$ cat src/rtl/apb_timer.sv
// APB timer: prescaled 32-bit counter with compare match, auto-reload and level irq.
// Define APB_TIMER_WAIT_EN to insert exactly one wait state into every APB transfer.
`timescale 1ns/1ps
module apb_timer #(
   parameter int          ADDR_WIDTH = 32,
   parameter int          DATA_WIDTH = 32,
   parameter logic [31:0] BASE_ADDR  = 32'h0000_2000
) (
   input  logic                  clk,
   input  logic                  rts,
   input  logic [ADDR_WIDTH-1:0] APB_paddr,
   input  logic [DATA_WIDTH-1:0] APB_pdata,
   output logic [DATA_WIDTH-1:0] APB_prdata,
   input  logic                  APB_psel,
   input  logic                  APB_penable,
   input  logic                  APB_pwrite,
   input  logic [3:0]            APB_pstb,
   output logic                  APB_pready,
   output logic                  APB_perr,
   output logic                  irq,
   output logic [1:0]            dbg_state
);

   // APB handshake: a transfer is a setup cycle (psel & !penable) followed by
   // access cycles (psel & penable) until APB_pready=1; the write commits and
   // read data is valid on that last cycle, with APB_perr flagging a bad address.
   typedef enum logic [1:0] {IDLE = 2'd0, SETUP = 2'd1, WAIT = 2'd2, RESP = 2'd3} state_t;

   localparam logic [ADDR_WIDTH-1:0] BASE = ADDR_WIDTH'(BASE_ADDR);

   state_t state;
   state_t phase;

   logic [2:0]  ctrl;
   logic [31:0] count;
   logic [31:0] compare;
   logic        pending;
   logic [15:0] prescale;
   logic [15:0] presc_cnt;

   logic [ADDR_WIDTH-1:0] off;
   logic        addr_ok;
   logic [2:0]  sel;
   logic        wr;
   logic        tick;
   logic        match;
   logic        w1c;
   logic [31:0] rdata;

   function automatic logic [31:0] merge(input logic [31:0] old_v, input logic [31:0] new_v,
                                         input logic [3:0] stb);
      logic [31:0] r;
      for (int i = 0; i < 4; i++)
         r[8*i +: 8] = stb[i] ? new_v[8*i +: 8] : old_v[8*i +: 8];
      return r;
   endfunction

   // The setup cycle is recognised as it happens, so the registered state can
   // already be RESP on the first access cycle in the zero-wait build.
   always_comb begin
      phase = state;
      if (!APB_psel)
         phase = IDLE;
      else if (!APB_penable && (state == IDLE || state == RESP))
         phase = SETUP;
   end

   always_ff @(posedge clk or posedge rts) begin
      if (rts) begin
         state <= IDLE;
      end else begin
         case (phase)
`ifdef APB_TIMER_WAIT_EN
            SETUP:   state <= WAIT;
`else
            SETUP:   state <= RESP;
`endif
            WAIT:    state <= RESP;
            RESP:    state <= IDLE;
            default: state <= IDLE;
         endcase
      end
   end

   assign dbg_state = phase;

   // Base is 32-byte aligned, so the low offset bits equal the low address bits.
   assign off     = APB_paddr - BASE;
   assign addr_ok = (APB_paddr >= BASE) && (off <= ADDR_WIDTH'(32'h13)) && (off[1:0] == 2'b00);
   assign sel     = off[4:2];

   assign APB_pready = (state == RESP) && APB_psel && APB_penable;
   assign APB_perr   = APB_pready && !addr_ok;
   assign wr         = APB_pready && APB_pwrite && !APB_perr;

   assign tick  = ctrl[0] && (presc_cnt == prescale);
   assign match = tick && (count == compare);
   assign w1c   = wr && (sel == 3'd3) && APB_pstb[0] && APB_pdata[0];

   always_ff @(posedge clk or posedge rts) begin
      if (rts) begin
         ctrl      <= 3'b000;
         count     <= 32'h0;
         compare   <= 32'hFFFF_FFFF;
         pending   <= 1'b0;
         prescale  <= 16'h0;
         presc_cnt <= 16'h0;
      end else begin
         if (wr && sel == 3'd0 && APB_pstb[0])
            ctrl <= APB_pdata[2:0];
         if (wr && sel == 3'd2)
            compare <= merge(compare, APB_pdata, APB_pstb);
         if (wr && sel == 3'd4) begin
            if (APB_pstb[0]) prescale[7:0]  <= APB_pdata[7:0];
            if (APB_pstb[1]) prescale[15:8] <= APB_pdata[15:8];
         end

         // Turning the timer on starts a fresh prescale period.
         if (wr && sel == 3'd0 && APB_pstb[0] && !ctrl[0] && APB_pdata[0])
            presc_cnt <= 16'h0;
         else if (tick)
            presc_cnt <= 16'h0;
         else if (ctrl[0])
            presc_cnt <= presc_cnt + 16'h1;

         if (wr && sel == 3'd1)
            count <= merge(count, APB_pdata, APB_pstb);
         else if (tick)
            count <= (match && ctrl[2]) ? 32'h0 : count + 32'h1;

         pending <= match ? 1'b1 : (w1c ? 1'b0 : pending);
      end
   end

   always_comb begin
      case (sel)
         3'd0:    rdata = {29'h0, ctrl};
         3'd1:    rdata = count;
         3'd2:    rdata = compare;
         3'd3:    rdata = {31'h0, pending};
         3'd4:    rdata = {16'h0, prescale};
         default: rdata = 32'h0;
      endcase
   end

   assign APB_prdata = (APB_pready && !APB_pwrite && !APB_perr) ? rdata : 32'h0;
   assign irq        = pending && ctrl[1];

endmodule

$ cat config.mk
export PLATFORM = sky130hd
export DESIGN_NAME = apb_timer
export DESIGN_NICKNAME = d
export VERILOG_FILES = /design/src/rtl/apb_timer.sv
export SDC_FILE = /design/constraint.sdc
export NUM_CORES = 1
export LEC_CHECK = 0
export ABC_AREA = 1
export BUFFER_PORTS_ARGS = -buffer_cell sky130_fd_sc_hd__clkbuf_2
export CORE_ASPECT_RATIO = 1.4
export CORE_MARGIN = 3
export CORE_UTILIZATION = 45
export DETAILED_ROUTE_END_ITERATION = 8
export GPL_TIMING_DRIVEN = 0
export RECOVER_POWER = 50
export SLEW_MARGIN = 10
export SYNTH_ARGS = -nofsm -noshare
export SYNTH_HDL_FRONTEND = slang
export SYNTH_SLANG_ARGS = --single-unit
$ cat constraint.sdc
create_clock -name clk -period 3.8 [get_ports clk]
set_clock_uncertainty 0.05 [all_clocks]
set_input_delay 0.38 -clock clk [delete_from_list [all_inputs] [get_ports clk]]
set_output_delay 0.38 -clock clk [all_outputs]
set_load 0.01 [all_outputs]
==> flow_summary.ini <==
[clock_tree]
clock_path_buffers = 2
clock_tree.htree_level_count = 3
tritoncts_clock_tree = built
post_cts_buffers = 0
cts_made_buffers = 9
clock_sinks = 101
worstSkewPairLatency_ps = 380
clkSlewWorstSetupHoldPaths_ps = 80
clock-root-buffer = sky130_fd_sc_hd__clkbuf_16

[critical_path]
critical_path.max_fanout = 10
crit_path_top_delay_cell = sky130_fd_sc_hd__clkbuf_2
slowest_delay_ps = 380
crit-reg2reg-capture = presc_cnt[6]$_DFFE_PP0P_
crit_buf_inv = 4
reg_to_reg_startpoint = state[0]$_DFF_PP0_
worst-setup-path-type = primary input to primary output
worstSetupStartpointType = primary input
reg2reg_setup_slack_ps = 890
timing.critical_path.cells = clkbuf_1 > inv_1 > ha_1 > nand2_2 > nor2_2 > nand3_1 > nand2_1 > nand3_1 > nor2_2 > nand3_2 > nor2_4 > nand4_1 > clkbuf_2 > a31oi_1 > clkbuf_2
cp.required_ps = 3370
reg2regPathDepth = 9
cp_data_arrival_time_ps = 3060
timing.critical_path.max_delay_family = simple AND/OR/NAND/NOR gates
end_kind = primary output

[synth]
synth_top_area_share_pct = 21.1
synth_fp_nets = 1348
synth_async_sr_flop_share_pct = 100
synthesis.area_um2 = 8190
synthDistinctLibCells = 44
syn_inst = 1272
synth-seq-cells = 101
syn_avg_cell_area_um2 = 6.44
synth_area_leaders = sky130_fd_sc_hd__dfrtp_1 (21%), sky130_fd_sc_hd__nand2_1 (18%), sky130_fd_sc_hd__dfstp_2 (10%)
synth_sequential_area_ratio_pct = 31.4
yosys_warnings = 0
synth_enable_flop_cells = 0
dominantRegCellSynth = sky130_fd_sc_hd__dfrtp_1
synth_area_leader_cell = sky130_fd_sc_hd__dfrtp_1

[die]
io_pins = 110
initial_utilization_pct = 46.5
fp.dieW_um = 120
die-area_um2 = 19900
placeableCoreArea_um2 = 17600
die_h_um = 166
rows = 57

[placement]
hpwlAfterDp_mm = 23.2
place_inst = 1616
dpl_worst_slack_ps = 228
placement.io_buffers = 107
place.gp.congestion = 0.961

[timing]
max_clock_freq_ghz = 0.286
final-hold-violation-count = 0
post_route_minimum_period_ps = 3490
final.period_utilization_pct = 91.9
maxSlewHeadroom_pct = -27.7
setup_slack_ps = 307
transition_time_at_the_pin_with_the_least_slew_margin_ps = 1900
finalSetupViolCount = 0
setup_repair_after_global_routing_missed_its_margin = false
timing_max_transition_violations_final = 41

[detailed_routing]
drc_errors = 0
avgRoutedWirePerCell_um = 17.9
routed_via_density = 5.35
vias = 8737
dr.pass1.iters = 5
antenna_violating_nets_post_route = 0
drtIter0Drc = 517
routed_wl_mm = 29.2

[layout]
drive_gt1_share_pct = 15.5
syn_to_final_growth_pct = 13.7
antennaDiodeCount = 0
final_cell_count_no_fill = 1633
fin_nets = 1468

[worst_hold_path]
worstHoldStart = APB_penable
min_delay_path_depth = 2
min_delay_worst_endpoint = state[0]$_DFF_PP0_
hold_path_class = primary input to flop

[run]
cap_violations = 1

[global_route]
grt_pass1_vias = 8397
grt_antenna_before_repair = 0
grt_pass1_wl_mm = 45.4
global_route.usage.total_pct = 29.8
globalRoute.totalOverflow = 0
grt_start_max_net_pins = 62

[outcome]
run_status = complete, but fails checks
failed_checks = max-capacitance violations, max-slew violations

[power]
static-leakage-power_nw = 4.62
power.ir.vdd_worst_mv = 0.249
power.density_nw_per_um2 = 299
layer usage:
metal	track usage, %	wire, um	up-vias
li1	-	-	4344
met1	32.8	10900	4017
met2	55.5	15400	293
met3	3.78	1400	83
met4	15.7	1460	0
met5	0	0	-
cells by family after synthesis:
group                      Yosys count  share of synthesized area (%)
adders and majority gates            3                          0.459
and+or+nand+nor                    770                           42.4
DFF                                101                           31.4
buffers and inverters              212                           10.4
AOI/OAI and AO/OA                  120                           8.33
xor gates and xnor gates            66                           7.06
flip-flops by register name (all words and copies together), names as in the netlist:
signal     cells
compare       32
count         32
ctrl           3
pending        1
presc_cnt     16
prescale      16
state          1
how the worst max path moves through the flow:
stage               cells after the start           from  slack, ps              endpoint
detailed placement                     15  APB_paddr[13]        230        APB_prdata[12]
CTS                                    15  APB_paddr[13]        220        APB_prdata[12]
global placement                        2            rts       -670    state[0]$_DFF_PP0_
finish                                 15  APB_paddr[13]        310        APB_prdata[12]
floorplan                               1            rts        780  count[0]$_DFFE_PP0P_
global route                           15  APB_paddr[13]         40         APB_prdata[2]
area by class of cell:
| type | instances | area [um^2] |
|---|---|---|
| Clock inverter | 7 | 65.1 |
| Sequential cell | 101 | 2570 |
| Inverter | 150 | 564 |
| Buffer | 62 | 284 |
| Fill cell | 1891 | 8310 |
| Clock buffer | 9 | 225 |
| Multi-Input combinational cell | 959 | 4740 |
| Timing Repair Buffer | 109 | 566 |
| Tap cell | 236 | 295 |
per-stage QoR:
step	util, %	power, mW	hold WS [ps]	area (um^2)	setup TNS (ps)
global placement	51.2	1.83	411	9020	-45550
global route	52.8	2.93	120	9310	0
detailed placement	51.4	1.84	352	9050	0
finish	52.8	2.78	123	9310	0
floorplan	-	1.64	396	8190	0
CTS	53.1	2.80	117	9350	0
synthesized netlist by cell type, drive strengths merged (2+ instances only):
master    n
a221oi    4
ha        3
nand3b    9
dfrtp    69
dfstp    32
o21ai    61
nand2   414
nor3b     4
nand4    60
clkbuf   42
nor3     38
nor4      7
a21oi    36
nand3   110
xor2     40
nor2    123
o22ai     2
inv     150
or2       3
xnor2    26
a31oi    10
buf      20
repair_timing:
| item | in CTS | in global routing |
|---|---|---|
| resized for setup | 0 | 2 |
| hold endpoints to repair | 32 | 0 |
| setup endpoints to repair | 0 | 1 |
| hold buffers | 1 | 0 |
layout by cell type (no fill, tap or decap), types with 16 or more instances in the layout:
cell type / instances
sky130_fd_sc_hd__xor2_1: 40
sky130_fd_sc_hd__o21ai_0: 37
sky130_fd_sc_hd__nand2_1: 403
sky130_fd_sc_hd__inv_1: 146
sky130_fd_sc_hd__nor3_1: 37
sky130_fd_sc_hd__dfstp_2: 32
sky130_fd_sc_hd__nand4_1: 56
sky130_fd_sc_hd__clkbuf_1: 49
sky130_fd_sc_hd__o21ai_1: 16
sky130_fd_sc_hd__clkbuf_2: 102
sky130_fd_sc_hd__a21oi_1: 36
sky130_fd_sc_hd__nor2_1: 110
sky130_fd_sc_hd__xnor2_1: 26
sky130_fd_sc_hd__nand3_1: 105
sky130_fd_sc_hd__dfrtp_1: 69
where the power goes:
group | switching, mW | total (mW) | internal, mW
registers | 0.0342 | 1.17 | 1.13
logic | 0.436 | 0.659 | 0.223
clock network | 0.495 | 0.958 | 0.463
Note: power is estimated with default switching activity, not from simulation.
